### src/rtl/barrier_pkg.sv
// Shared definitions for the 14-lane AND barrier controller: state encoding and default sizes.
// The optional timeout is enabled by defining BARRIER_TIMEOUT_EN.
package barrier_pkg;

    localparam int BARRIER_N  = 14;
    localparam int BARRIER_TW = 8;

    typedef enum logic [1:0] {
        S_IDLE  = 2'd0,
        S_ARMED = 2'd1,
        S_FIRE  = 2'd2,
        S_TOUT  = 2'd3
    } state_t;

endpackage

### src/rtl/barrier_and_reduce.sv
// Wide AND reduction deciding barrier completion: every enabled lane must have arrived.
// Kept as its own module so it can be swapped for a library wide-AND macro.
module barrier_and_reduce
    import barrier_pkg::*;
#(
    parameter int W = BARRIER_N
) (
    input  logic [W-1:0] sticky_next,
    input  logic [W-1:0] mask_q,
    output logic         done
);

    logic [W-1:0] lane_ok;

    // A disabled lane always counts as arrived.
    for (genvar gi = 0; gi < W; gi++) begin : g_lane
        assign lane_ok[gi] = sticky_next[gi] | ~mask_q[gi];
    end

    assign done = &lane_ok;

endmodule

### src/rtl/and14_barrier_ctrl.sv
// Barrier controller: sticky masked arrival flags, single-cycle completion pulse.
// Define BARRIER_TIMEOUT_EN to add the TMO port, cycle counter and TOUT abort state.
module and14_barrier_ctrl
    import barrier_pkg::*;
#(
    parameter int N = BARRIER_N
`ifdef BARRIER_TIMEOUT_EN
    ,
    parameter int TW = BARRIER_TW
`endif
) (
    input  logic          CK,
    input  logic          RSTN,
    input  logic          ARM,
    input  logic [N-1:0]  MASK,
    input  logic [N-1:0]  A,
`ifdef BARRIER_TIMEOUT_EN
    input  logic [TW-1:0] TMO,
`endif
    output logic          Z0,
    output logic          TOUT,
    output logic          BUSY,
    output logic [N-1:0]  ARRIVED
);

    state_t       state_q, state_d;
    logic [N-1:0] mask_q, mask_d;
    logic [N-1:0] sticky_q, sticky_d;
    logic [N-1:0] sticky_next;
    logic         done;

`ifdef BARRIER_TIMEOUT_EN
    logic [TW-1:0] cnt_q, cnt_d;
    logic          tmo_hit;

    // TMO of zero disables the abort at run time.
    assign tmo_hit = (TMO != '0) && (cnt_q == TMO - 1'b1);
`endif

    assign sticky_next = sticky_q | (A & mask_q);

    barrier_and_reduce #(
        .W (N)
    ) u_and_reduce (
        .sticky_next (sticky_next),
        .mask_q      (mask_q),
        .done        (done)
    );

    always_comb begin
        state_d  = state_q;
        mask_d   = mask_q;
        sticky_d = sticky_q;
`ifdef BARRIER_TIMEOUT_EN
        cnt_d    = cnt_q;
`endif
        case (state_q)
            S_IDLE: begin
                if (ARM) begin
                    mask_d   = MASK;
                    sticky_d = A & MASK;
`ifdef BARRIER_TIMEOUT_EN
                    cnt_d    = '0;
`endif
                    state_d  = S_ARMED;
                end
            end
            S_ARMED: begin
                sticky_d = sticky_next;
                // Completion takes priority over a coincident timeout.
                if (done) begin
                    state_d = S_FIRE;
                end
`ifdef BARRIER_TIMEOUT_EN
                else if (tmo_hit) begin
                    state_d = S_TOUT;
                end else begin
                    cnt_d = cnt_q + 1'b1;
                end
`endif
            end
            S_FIRE:  state_d = S_IDLE;
            S_TOUT:  state_d = S_IDLE;
            default: state_d = S_IDLE;
        endcase
    end

    always_ff @(posedge CK or negedge RSTN) begin
        if (!RSTN) begin
            state_q  <= S_IDLE;
            mask_q   <= '0;
            sticky_q <= '0;
`ifdef BARRIER_TIMEOUT_EN
            cnt_q    <= '0;
`endif
        end else begin
            state_q  <= state_d;
            mask_q   <= mask_d;
            sticky_q <= sticky_d;
`ifdef BARRIER_TIMEOUT_EN
            cnt_q    <= cnt_d;
`endif
        end
    end

    assign Z0      = (state_q == S_FIRE);
    assign BUSY    = (state_q != S_IDLE);
    assign ARRIVED = sticky_q;
`ifdef BARRIER_TIMEOUT_EN
    assign TOUT    = (state_q == S_TOUT);
`else
    assign TOUT    = 1'b0;
`endif

endmodule

### config.mk
export PLATFORM = sky130hd
export DESIGN_NAME = and14_barrier_ctrl
export DESIGN_NICKNAME = d
export VERILOG_FILES = /design/src/rtl/barrier_pkg.sv /design/src/rtl/barrier_and_reduce.sv /design/src/rtl/and14_barrier_ctrl.sv
export SDC_FILE = /design/constraint.sdc
export NUM_CORES = 1
export LEC_CHECK = 0
export CAP_MARGIN = 20
export CORE_MARGIN = 2
export CORE_UTILIZATION = 48
export CTS_CLUSTER_SIZE = 20
export DETAILED_ROUTE_END_ITERATION = 10
export PLACE_DENSITY = 0.84
export SYNTH_ARGS = -nofsm -noshare
export SYNTH_HDL_FRONTEND = slang
export SYNTH_SLANG_ARGS = --single-unit
### constraint.sdc
create_clock -name CK -period 2.5 [get_ports CK]
set_input_delay 0.25 -clock CK [delete_from_list [all_inputs] [get_ports CK]]
set_output_delay 0.25 -clock CK [all_outputs]
set_load 0.005 [all_outputs]
==> results summary, run 1 <==
The number of endpoints with negative hold slack in the final report was 0. The final number of max-transition violations came out at 0. Dividing the detail-routed wire length by the instance count gives about 14 um. The fmax is 585 MHz. After detailed routing, the number of remaining DRC violations is 0. The utilization after layout came out at 70.2%.

The post-placement cell area came out at 1860 um2. The final critical delay including setup and external delays came out at 1.71 ns. Among the stages of the critical path, the cell type that occurs most often is sky130_fd_sc_hd__nand2_1. The detailed router placed 1270 vias in this run. The switching share of power came out at 36.4%. The share of the clock period used by the worst path after layout is between 60% and 70%. The critical-path maximum fanout is 20. The flow ran to the end, and the final reports show no timing, DRC or antenna violations.

The global-route total usage across every layer is 21.6%. The largest net degree at the start of global routing came out at 31. The wire length reported by the detailed router is 3250 um. In this run the biggest area consumer among cell types represents 54.4% of the synthesized area. The number of antenna violations at the first check in global routing is 0. The number of different library cells in the post-synthesis netlist came out at 19.

The count of TritonRoute iterations in the first routing pass came out at 4. The total setup violations reported at the end of the flow came out at 0. The power per cell area came out at about 1200 nW/um2. The number of global-route vias before repair came out at approximately 1.3k. The later pin in the worst-skew pair is clocked with a latency of between 0.3 and 0.4 ns. The via density per instance is around 5.5.

The TritonCTS buffer count came out at 5. Relative to the synthesized area, the layout overhead comes to 39.2%. The clock-pin slew on the worst setup and hold paths came out at 0.10 ns. The deepest level of the CTS H-tree is 2. The cell area after layout is 1920 um2.

The average size of a mapped cell is around 9.3 um2. The register-to-register path setup slack came out at 0.79 ns. Hold repair after CTS inserted 0 buffers. At the worst endpoint, the arrival time is approximately 2.0 ns.

In this run the critical register-to-register path is captured at ARRIVED[1]. The transition at the pin with the smallest max-transition slack is 0.765 ns. The setup path with the least slack is of type reg -> reg.

The min-delay analysis places its worst path in the category in -> async. The number of clock sinks is 30. The total inserted antenna cells came out at 0. The synthesized design spends more area on one cell type than any other, namely sky130_fd_sc_hd__dfrtp_1. The count of mapped cells out of synthesis is 149. The number of warnings issued by yosys is 0. Internal power comes to between 1 and 1.5 mW. Pin placement for this block handled 48 I/O pins. The number of gates resized after CTS was 0. STA classifies the critical path startpoint as a register.

For this run the aggregate overflow at the end of global routing stands at 0. The count of max-cap constraint violations came out at 0. The post-layout total power came out at 2.29 mW.

The first-pass GRT wire length is 5350 um. The sequential element share of the synthesized area is 54.4%. The layout cell share with drive strength beyond 1 came out at 5.56%. The number of buffers inserted by post-CTS setup repair came out at 0. The post-route worst hold slack is 0.294 ns. The clock network fraction of design power came out at 13.1%. The core region is 2730 um2. The critical path goes through nor2_1 -> and2_1 -> nand2_1 -> nand2_1 -> a22o_1. The max-slew headroom at the worst pin is 49.0%. The worst setup path is captured at a register. The net count of the finished layout is around 230. The floorplan step set the die width to 57.6 um. The post-synth design cell area is 1380 um2. The row count came out at 19. The total nets after synthesis came out at 180. The effective utilization at floorplan is 50.4%. Setup repair after global routing left no endpoint under its margin. The number of DRC markers in iteration 0 came out at 37. The overall die height came out at 57.6 um. Summed over all failing endpoints, the final setup total negative slack is 0 ns. The count of port buffers added during placement is 46. The number of flip-flops and latches in the synthesized netlist is 30. The HPWL after detailed placement is 2360 um. Across the VDD grid, the largest voltage drop is 0.744 mV. The clock tree skew after final layout came out at 0.0105 ns. The slowest stage of the critical path is the sky130_fd_sc_hd__and2_1 cell. The data required time of the worst path came out at 2.76 ns. TritonCTS built the clock tree. The number of fillers in the final layout is 221. Routability-driven placement finished with a final weighted congestion of 0.694. The cell sitting at the root of the clock tree is a sky130_fd_sc_hd__clkbuf_4. The largest single stage delay on the critical path is approximately 0.66 ns.

Per report_power, the combinational group accounts for 46.9% of the total. In the post-synthesis netlist, the biggest area contributors are sky130_fd_sc_hd__dfrtp_1, sky130_fd_sc_hd__nand2_1, sky130_fd_sc_hd__a22o_1. The share of total power dissipated in sequential elements is 40.0%. The net switching power figure is ~840 uW. The worst flop-to-flop path startpoint is state_q[0]. The worst reg-to-reg path cell count is 5. The maximum number of buffers from clock root to sink came out at 2. The number of routed nets with antenna violations came out at 0. The area enclosed by the die boundary came out at 3320 um2.

The static leakage came out at 0.926 nW.
layer usage:
metal	part of all wire, %	vias up	track usage [%]
met4	1.7	0	9.63
met3	6.3	6	5.44
met5	0	-	0
met1	40	620	23.8
met2	53	51	38.8
li1	-	593	-
stage by stage:
stage | worst slack, ns | cells
after global routing | 0.638 | 229
after CTS | 0.797 | 229
final | 0.790 | 229
after floorplan | 1.26 | 149
after global placement | 0.748 | 221
after detailed placement | 0.669 | 221
cells by family after synthesis:
family                 after synthesis  share of synthesized area, %
flip-flops                          30                          54.4
buffers and inverters                9                          3.27
other                                1                         0.272
AND/OR/NAND/NOR                     82                          24.0
AO/OA/AOI/OAI                       27                          18.0
cell usage after synthesis:
| library cell | n |
|---|---|
| sky130_fd_sc_hd__a2111oi_4 | 1 |
| sky130_fd_sc_hd__a211oi_1 | 1 |
| sky130_fd_sc_hd__a21oi_1 | 1 |
| sky130_fd_sc_hd__a22o_1 | 21 |
| sky130_fd_sc_hd__a22oi_1 | 2 |
| sky130_fd_sc_hd__a41oi_1 | 1 |
| sky130_fd_sc_hd__and2_1 | 1 |
| sky130_fd_sc_hd__and4_1 | 1 |
| sky130_fd_sc_hd__buf_2 | 5 |
| sky130_fd_sc_hd__buf_4 | 1 |
| sky130_fd_sc_hd__clkbuf_1 | 1 |
| sky130_fd_sc_hd__clkbuf_2 | 1 |
| sky130_fd_sc_hd__conb_1 | 1 |
| sky130_fd_sc_hd__dfrtp_1 | 30 |
| sky130_fd_sc_hd__inv_1 | 1 |
| sky130_fd_sc_hd__nand2_1 | 62 |
| sky130_fd_sc_hd__nor2_1 | 13 |
| sky130_fd_sc_hd__nor2b_1 | 2 |
| sky130_fd_sc_hd__nor3b_1 | 3 |
flip-flops by register name, indices dropped and copies added, names as in the netlist:
name,count
ARRIVED,14
mask_q,14
state_q,2
critical path, delay by kind of cell (launching register included):
| family | cells | cell delay [ns] |
|---|---|---|
| flops | 1 | 0.40 |
| simple gates | 4 | 1.13 |
| compound gates | 1 | 0.12 |
placed cells by master, fill, tap and decap left out:
master,n
sky130_fd_sc_hd__a21oi_1,1
sky130_fd_sc_hd__and4_1,1
sky130_fd_sc_hd__nor2b_1,2
sky130_fd_sc_hd__a22oi_1,2
sky130_fd_sc_hd__nand2_1,62
sky130_fd_sc_hd__clkbuf_4,5
sky130_fd_sc_hd__conb_1,1
sky130_fd_sc_hd__clkbuf_8,1
sky130_fd_sc_hd__clkinv_2,1
sky130_fd_sc_hd__a22o_1,21
sky130_fd_sc_hd__nor3b_1,3
sky130_fd_sc_hd__a211oi_1,1
sky130_fd_sc_hd__nor2_1,13
sky130_fd_sc_hd__and2_1,1
sky130_fd_sc_hd__dfrtp_1,30
sky130_fd_sc_hd__inv_1,1
sky130_fd_sc_hd__a2111oi_4,1
sky130_fd_sc_hd__a41oi_1,1
sky130_fd_sc_hd__clkdlybuf4s50_1,46
sky130_fd_sc_hd__buf_4,3
sky130_fd_sc_hd__clkbuf_1,1
area by class of cell:
cell class / count / area, um2 / share of cell area [%]
sequential: 30 / 751 / 39.1
multi-input combinational: 110 / 583 / 30.4
timing repair buffer: 49 / 483 / 25.2
clock buffer: 7 / 55.1 / 2.87
tap: 31 / 38.8 / 2.02
clock inverter: 1 / 5.00 / 0.261
inverter: 1 / 3.75 / 0.196
power groups by stage:
stage               clock network [mW]  registers, mW  logic, mW
CTS                              0.306          0.916       1.08
global route                     0.331          0.949       1.18
detailed placement                   0          0.925       1.08
floorplan                            0          0.894      0.640
finish                           0.300          0.918       1.07
global placement                     0          0.903       1.04
how the worst max path moves through the flow:
stage	depth (start not counted)	to	startpoint
after floorplan	4	state_q[0]	ARRIVED[7]
after global placement	5	ARRIVED[1]	ARM
after detailed placement	5	ARRIVED[1]	ARM
after CTS	5	ARRIVED[1]	state_q[0]
after global routing	5	ARRIVED[1]	state_q[0]
final	5	ARRIVED[1]	state_q[0]
Note: power is estimated with default switching activity, not from simulation.
==> inputs of run 2 (changes only) <==
Settings changed: CORE_UTILIZATION 48 to 44, PLACE_DENSITY 0.84 to 0.78.
Clock period 2.5 ns to 1.75 ns, I/O delays scaled along.
==> results summary, run 2 (same netlist as run 1, synthesis figures left out) <==
The least setup slack across all paths after layout came out at ~0.19 ns. In the layout the commonest cells are sky130_fd_sc_hd__nand2_1, sky130_fd_sc_hd__clkdlybuf4s50_1, sky130_fd_sc_hd__dfrtp_1. In this run the count of I/O pins placed on the die edge is between 40 and 50. The net switching power figure came out at 1.17 mW. Across the routed clock network, the largest skew measured is 0.00849 ns. The count of max-cap constraint violations is 0. The layout cell share with drive strength beyond 1 is about 6.5%. After clock tree synthesis, the clock-pin slew on the worst setup and hold paths is 0.10 ns.

The share of the clock period used by the worst path after layout came out at between 80% and 90%. The die is between 50 and 60 um tall. For this design, the slowest cell found on the critical path is sky130_fd_sc_hd__clkdlybuf4s50_1. The width of the die came out at 60.0 um. The final number of max-transition violations came out at 0. The run finished with clean final reports. Data on the critical path arrives at its endpoint at 1.39 ns. The total setup violations reported at the end of the flow came out at 0.

The final routed DRC violation total came out at 0. In this run the number of H-tree levels came out at 2. After global routing the overflow that remains totals 0. Setup repair after global routing left no endpoint under its margin. The HPWL after detailed placement came out at 2250 um.

The power share of the sequential group is 39.3%. The worst flop-to-flop path startpoint is ARRIVED[3]. The area growth from synthesis to layout is 42.4%. For this run, the post-layout net count is 230.

The TritonCTS buffer count came out at 5. The static leakage came out at 0.940 nW. The area enclosed by the die boundary came out at around 3600 um2. The routed length per placed instance is around 13 um. After layout, the minimum clock period comes to 1.56 ns. In this run the worst path has a maximum fanout of 3. In this run, the combinational gates consume 48.0% of the power. Across all layers, the routed design uses about 1.2k vias. The final total negative setup slack is 0 ns. The final RePlAce weighted congestion is 0.748. The clock root buffer is sky130_fd_sc_hd__clkbuf_4. The number of fillers in the final layout is around 250. The count of TritonRoute iterations in the first routing pass came out at 4. The switching share of power is 35.4%.

The worst hold path class is in -> async. The count of buffering cells on the critical path with inverters included came out at 2. The library cell used most frequently in the layout, excluding fill and tap cells, is sky130_fd_sc_hd__nand2_1. After detailed routing, the number of vias per cell comes to around 5. The number of DRC markers in iteration 0 came out at 31. In this run, post-CTS repair resized a total of 0 instances.

For the worst setup path, the data required time is 1.57 ns. Including well taps, the total number of placed cells is 236. Tracing the worst setup path back leads to its startpoint at state_q[0]. The minimum setup slack after placement came out at between 0.09 and 0.1 ns.

Summed over all layers, the routed wires come to 3110 um. The fmax came out at 641 MHz. The largest net degree at the start of global routing came out at 31. In this design, the stage delay of the slowest critical-path cell is 0.43 ns. Walking the worst path, the cells encountered are nor2_1 -> inv_1 -> clkdlybuf4s50_1. The maximum number of buffers from clock root to sink is 2.

The total inserted antenna cells is 0. TritonCTS built the clock tree. The worst setup path is captured at an output port. Excluding fillers, the count of instances in the completed layout stands at 244.

The power per cell area is 1680 nW/um2. The number of routed nets with antenna violations came out at 0. The number of hold buffers added after CTS was 0. The number of antenna violations at the first check in global routing is 0. STA classifies the critical path startpoint as a register.

The clock network fraction of design power is about an eighth. The first global-routing pass estimated 5160 um of wire. In this run the tool buffered the top-level ports with 46 buffer cells.

The effective utilization at floorplan is 45.5%. Row generation in the floorplan step produced 20 rows. The clock latency at the later pin of the worst-skew pair is 0.32 ns. For this run, the total global-route usage over all layers was measured as 19.4%.

The internal portion of total power is roughly 2.1 mW. The core region area is 3030 um2. The largest voltage drop on the vdd net came out at roughly 0.84 mV. The number of global-route vias before repair came to roughly 1.2k. The number of buffers inserted by post-CTS setup repair came out at 0. The kind of cell with the highest combined delay along the critical path is buffers and inverters. The critical path is of the reg -> out type. The clock net in this run drives a total of 30 sinks. The number of endpoints with negative hold slack in the final report is 0.
-- run 2: power groups by stage --
stage,clock [mW],combinational (mW),sequential [mW]
2_1_floorplan,0,0.914,1.28
3_5_place_dp,0,1.59,1.31
6_report,0.421,1.58,1.29
5_1_grt,0.467,1.77,1.35
4_1_cts,0.435,1.60,1.29
3_3_place_gp,0,1.56,1.29
-- run 2: metrics by stage --
stage / total power [mW] / hold slack [ns] / cell area (um2) / util [%]
2_1_floorplan: 2.19 / -0.121 / 1380 / -
4_1_cts: 3.33 / 0.245 / 1960 / 64.8
6_report: 3.30 / 0.230 / 1960 / 64.8
3_3_place_gp: 2.85 / 0.474 / 1900 / 62.9
3_5_place_dp: 2.90 / 0.482 / 1900 / 62.9
5_1_grt: 3.58 / 0.263 / 1960 / 64.8
-- run 2: per-layer routing --
layer  vias up  track usage (%)  routed length (um)  share of wire (%)
met1       590             27.6                1430                 46
li1        602                -                   -                  -
met5         -                0                   0                  0
met2        34             28.3                1450                 47
met4         0             9.52                  51                1.6
met3         5             3.46                 178                5.7
-- run 2: worst paths after layout --
| path | to | slack (ns) | cells after the start |
|---|---|---|---|
| max | BUSY | 0.19 | 3 |
| min | ARRIVED[12] | 0.23 | 2 |
| max reg2reg | state_q[0] | 0.42 | 5 |
| min reg2reg | mask_q[10] | 0.51 | 2 |
| max in group asynchronous | mask_q[8] | 1.23 | 2 |
| min in group CK | mask_q[2] | 0.40 | 3 |
-- run 2: worst register-to-register path: stages (launching register included) --
cell and delay (ns):
sky130_fd_sc_hd__dfrtp_1 0.38, sky130_fd_sc_hd__nor2_1 0.05, sky130_fd_sc_hd__a22oi_1 0.21, sky130_fd_sc_hd__nand2_1 0.12, sky130_fd_sc_hd__a2111oi_4 0.29, sky130_fd_sc_hd__a41oi_1 0.16
-- run 2: area by class of cell --
class | count | area [um2] | share of cell area (%)
timing repair buffer | 51 | 510 | 26.0
tap | 44 | 55.1 | 2.80
clock inverter | 1 | 5.00 | 0.255
clock buffer | 7 | 55.1 | 2.80
sequential | 30 | 751 | 38.2
multi-input combinational | 110 | 583 | 29.7
inverter | 1 | 3.75 | 0.191
==> inputs of run 3 (changes only) <==
==> constraint.sdc (replaced) <==
create_clock -name CK -period 1.75 [get_ports CK]
set_input_delay 0.175 -clock CK [delete_from_list [all_inputs] [get_ports CK]]
set_output_delay 0.175 -clock CK [all_outputs]
set_load 0.05 [all_outputs]
==> results summary, run 3 (same netlist as run 1, synthesis figures left out) <==
The number of endpoints with negative hold slack in the final report is 0. The run finished with clean final reports. The cell total after placement came out at 236. The width of the die came out at 60.0 um. The largest net degree at the start of global routing is 31.

In the finished design, the share of the clock period the worst path needs comes to 97.5%. The number of global-route vias before repair is 1156. The cell area after layout is 1980 um2. In the layout the commonest cells are sky130_fd_sc_hd__nand2_1, sky130_fd_sc_hd__clkdlybuf4s50_1, sky130_fd_sc_hd__dfrtp_1. The total setup violations reported at the end of the flow is 0. The largest voltage drop on the vdd net came out at 0.840 mV. The slowest stage of the critical path belongs to the cell sky130_fd_sc_hd__clkdlybuf4s50_1. Traced cell by cell, the critical path runs through clkdlybuf4s50_1. Of all nets on the critical path, the largest fanout is 3. The fmax came out at 586 MHz.

The number of antenna violations at the first check in global routing came out at 0. In the final routed layout, each cell accounts on average for 13.2 um. Together, buffers and inverters on the worst path number 1. The deepest level of the CTS H-tree came out at 2. The power per cell area came out at 1980 nW/um2. The final number of max-transition violations is 0.

The most common library cell in the layout ignoring fill and taps is sky130_fd_sc_hd__nand2_1. The minimum setup slack after placement is 0.118 ns. The synthesis-to-layout area growth came out at 43.9%. The overall die height is between 50 and 60 um. The number of DRC markers in iteration 0 is 43. The least setup slack across all paths after layout came out at roughly 0.044 ns. The worst path needs 1.71 ns of the cycle, external delays included. The data required time of the worst path came out at 1.57 ns. Buffers inserted during clock tree synthesis total 5. The clock-pin slew on the worst setup and hold paths came out at 0.10 ns.

The depth of the critical timing path with buffers and inverters included came out at 1. The largest single stage delay on the critical path is a little over 0.8 ns. The clock passes through at most 2 buffers.

At the later pin of the worst-skew pair, clock insertion delay measures 0.33 ns. In this run the tightest slew margin relative to its limit is 64.5%. The first global-routing pass estimated 5300 um of wire. The final routed DRC violation total came out at 0. The worst setup path is captured at an output port. The HPWL after detailed placement is 2250 um. The post-route non-filler standard cell count came out at 244.

The wire length reported by the detailed router came out at approximately 3200 um. The number of clock sinks is 30. For this run, the post-layout net count is 230.

The via density per instance came out at 5.07. On the final layout, the worst clock skew is 0.00962 ns. After detailed placement, the total cell area comes to 1900 um2. The area enclosed by the die boundary is 3600 um2. The total area inside the core boundary comes to a little over 3000 um2.

The row count came out at 20. The post-layout total power came out at 3.93 mW. The final route contains 1237 vias.

The global-route total usage across every layer is 20.0%. The layout cell share with drive strength beyond 1 came out at 7.00%. The number of antenna diodes in the final layout is 0. The number of routed nets with antenna violations is 0. For the worst setup path, the data arrival time is 1.53 ns. The type of element launching the critical path is a register. Setup total negative slack on the finished layout was measured at 0 ns.

The count of TritonRoute iterations in the first routing pass came out at 7. The tool flagged a number of max-cap violations equal to 0. For the pin with the worst max-slew slack, the measured transition is 0.532 ns. Setup repair after global routing left no endpoint under its margin. The count of port buffers added during placement came out at 46. The worst reg-to-reg path cell count came out at 5. The setup path with the least slack is of type reg -> out. The total overflow reported by the global router is 0.

The clock root buffer is sky130_fd_sc_hd__clkbuf_4. Grouping stages by cell kind, the critical path spends the most delay in buffers and inverters. The number of buffers inserted by post-CTS setup repair came out at 0.

The initial utilization of the core area, before any placement, comes to 45.5%. The static leakage is 1.06 nW. The CTS tree is yes.

In this run the count of I/O pins placed on the die edge is 48. Routability-driven placement finished with a final weighted congestion of 0.762. The worst hold path belongs to the class in -> async. Buffers inserted to repair hold after CTS numbered 0.
run 3: cell count changes in the layout (fill, tap and decap cells not counted), sizes merged:
cell	delta
dlygate4sd2	+1
clkdlybuf4s50	-12
buf	+1
dlymetal6s2s	+10
run 3: cell type report:
cell class	count	area, um2
fillers	252	1040
flip-flops and latches	30	751
multi-input cells	110	583
repair buffers	51	532
clock buffers	7	55.1
well taps	44	55.1
clock inverters	1	5.00
inverters	1	3.75
run 3: layer usage:
metal | up-vias | wire [um] | track usage (%)
met3 | 5 | 202 | 5.41
met4 | 0 | 38 | 6.03
met5 | - | 0 | 0
li1 | 603 | - | -
met1 | 588 | 1460 | 28.3
met2 | 41 | 1530 | 30.1
run 3: worst paths after layout:
check | slack (ns) | start | to
max in group asynchronous | 1.25 | RSTN | ARRIVED[8]
max reg2reg | 0.39 | state_q[0] | ARRIVED[13]
min | 0.22 | RSTN | state_q[0]
min reg2reg | 0.50 | mask_q[6] | mask_q[6]
max | 0.04 | ARRIVED[4] | ARRIVED[4]
min in group CK | 0.39 | MASK[3] | mask_q[3]
run 3: worst reg2reg max path, cell delays in order, from the launching register on:
cell,delay (ns)
sky130_fd_sc_hd__dfrtp_1,0.38
sky130_fd_sc_hd__nor2_1,0.08
sky130_fd_sc_hd__and2_1,0.19
sky130_fd_sc_hd__buf_12,0.16
sky130_fd_sc_hd__a22o_1,0.25
sky130_fd_sc_hd__a22o_1,0.19
run 3: report_power, final:
group | switching (mW) | internal, mW | total [mW]
registers | 0.257 | 1.04 | 1.29
logic | 1.33 | 0.874 | 2.21
clock network | 0.238 | 0.194 | 0.433
total | 1.83 | 2.11 | 3.93
run 3: repair_timing:
action,CTS,global route
endpoints found under the setup margin,1,10
gates resized for setup,1,10
endpoints found under the hold margin,0,0
run 3: per-stage QoR:
| step | hold slack [ns] | util, % |
|---|---|---|
| 6_report | 0.217 | 65.5 |
| 5_1_grt | 0.243 | 65.5 |
| 4_1_cts | 0.220 | 64.7 |
| 2_1_floorplan | -0.121 | - |
| 3_3_place_gp | 0.474 | 62.8 |
| 3_5_place_dp | 0.482 | 62.8 |
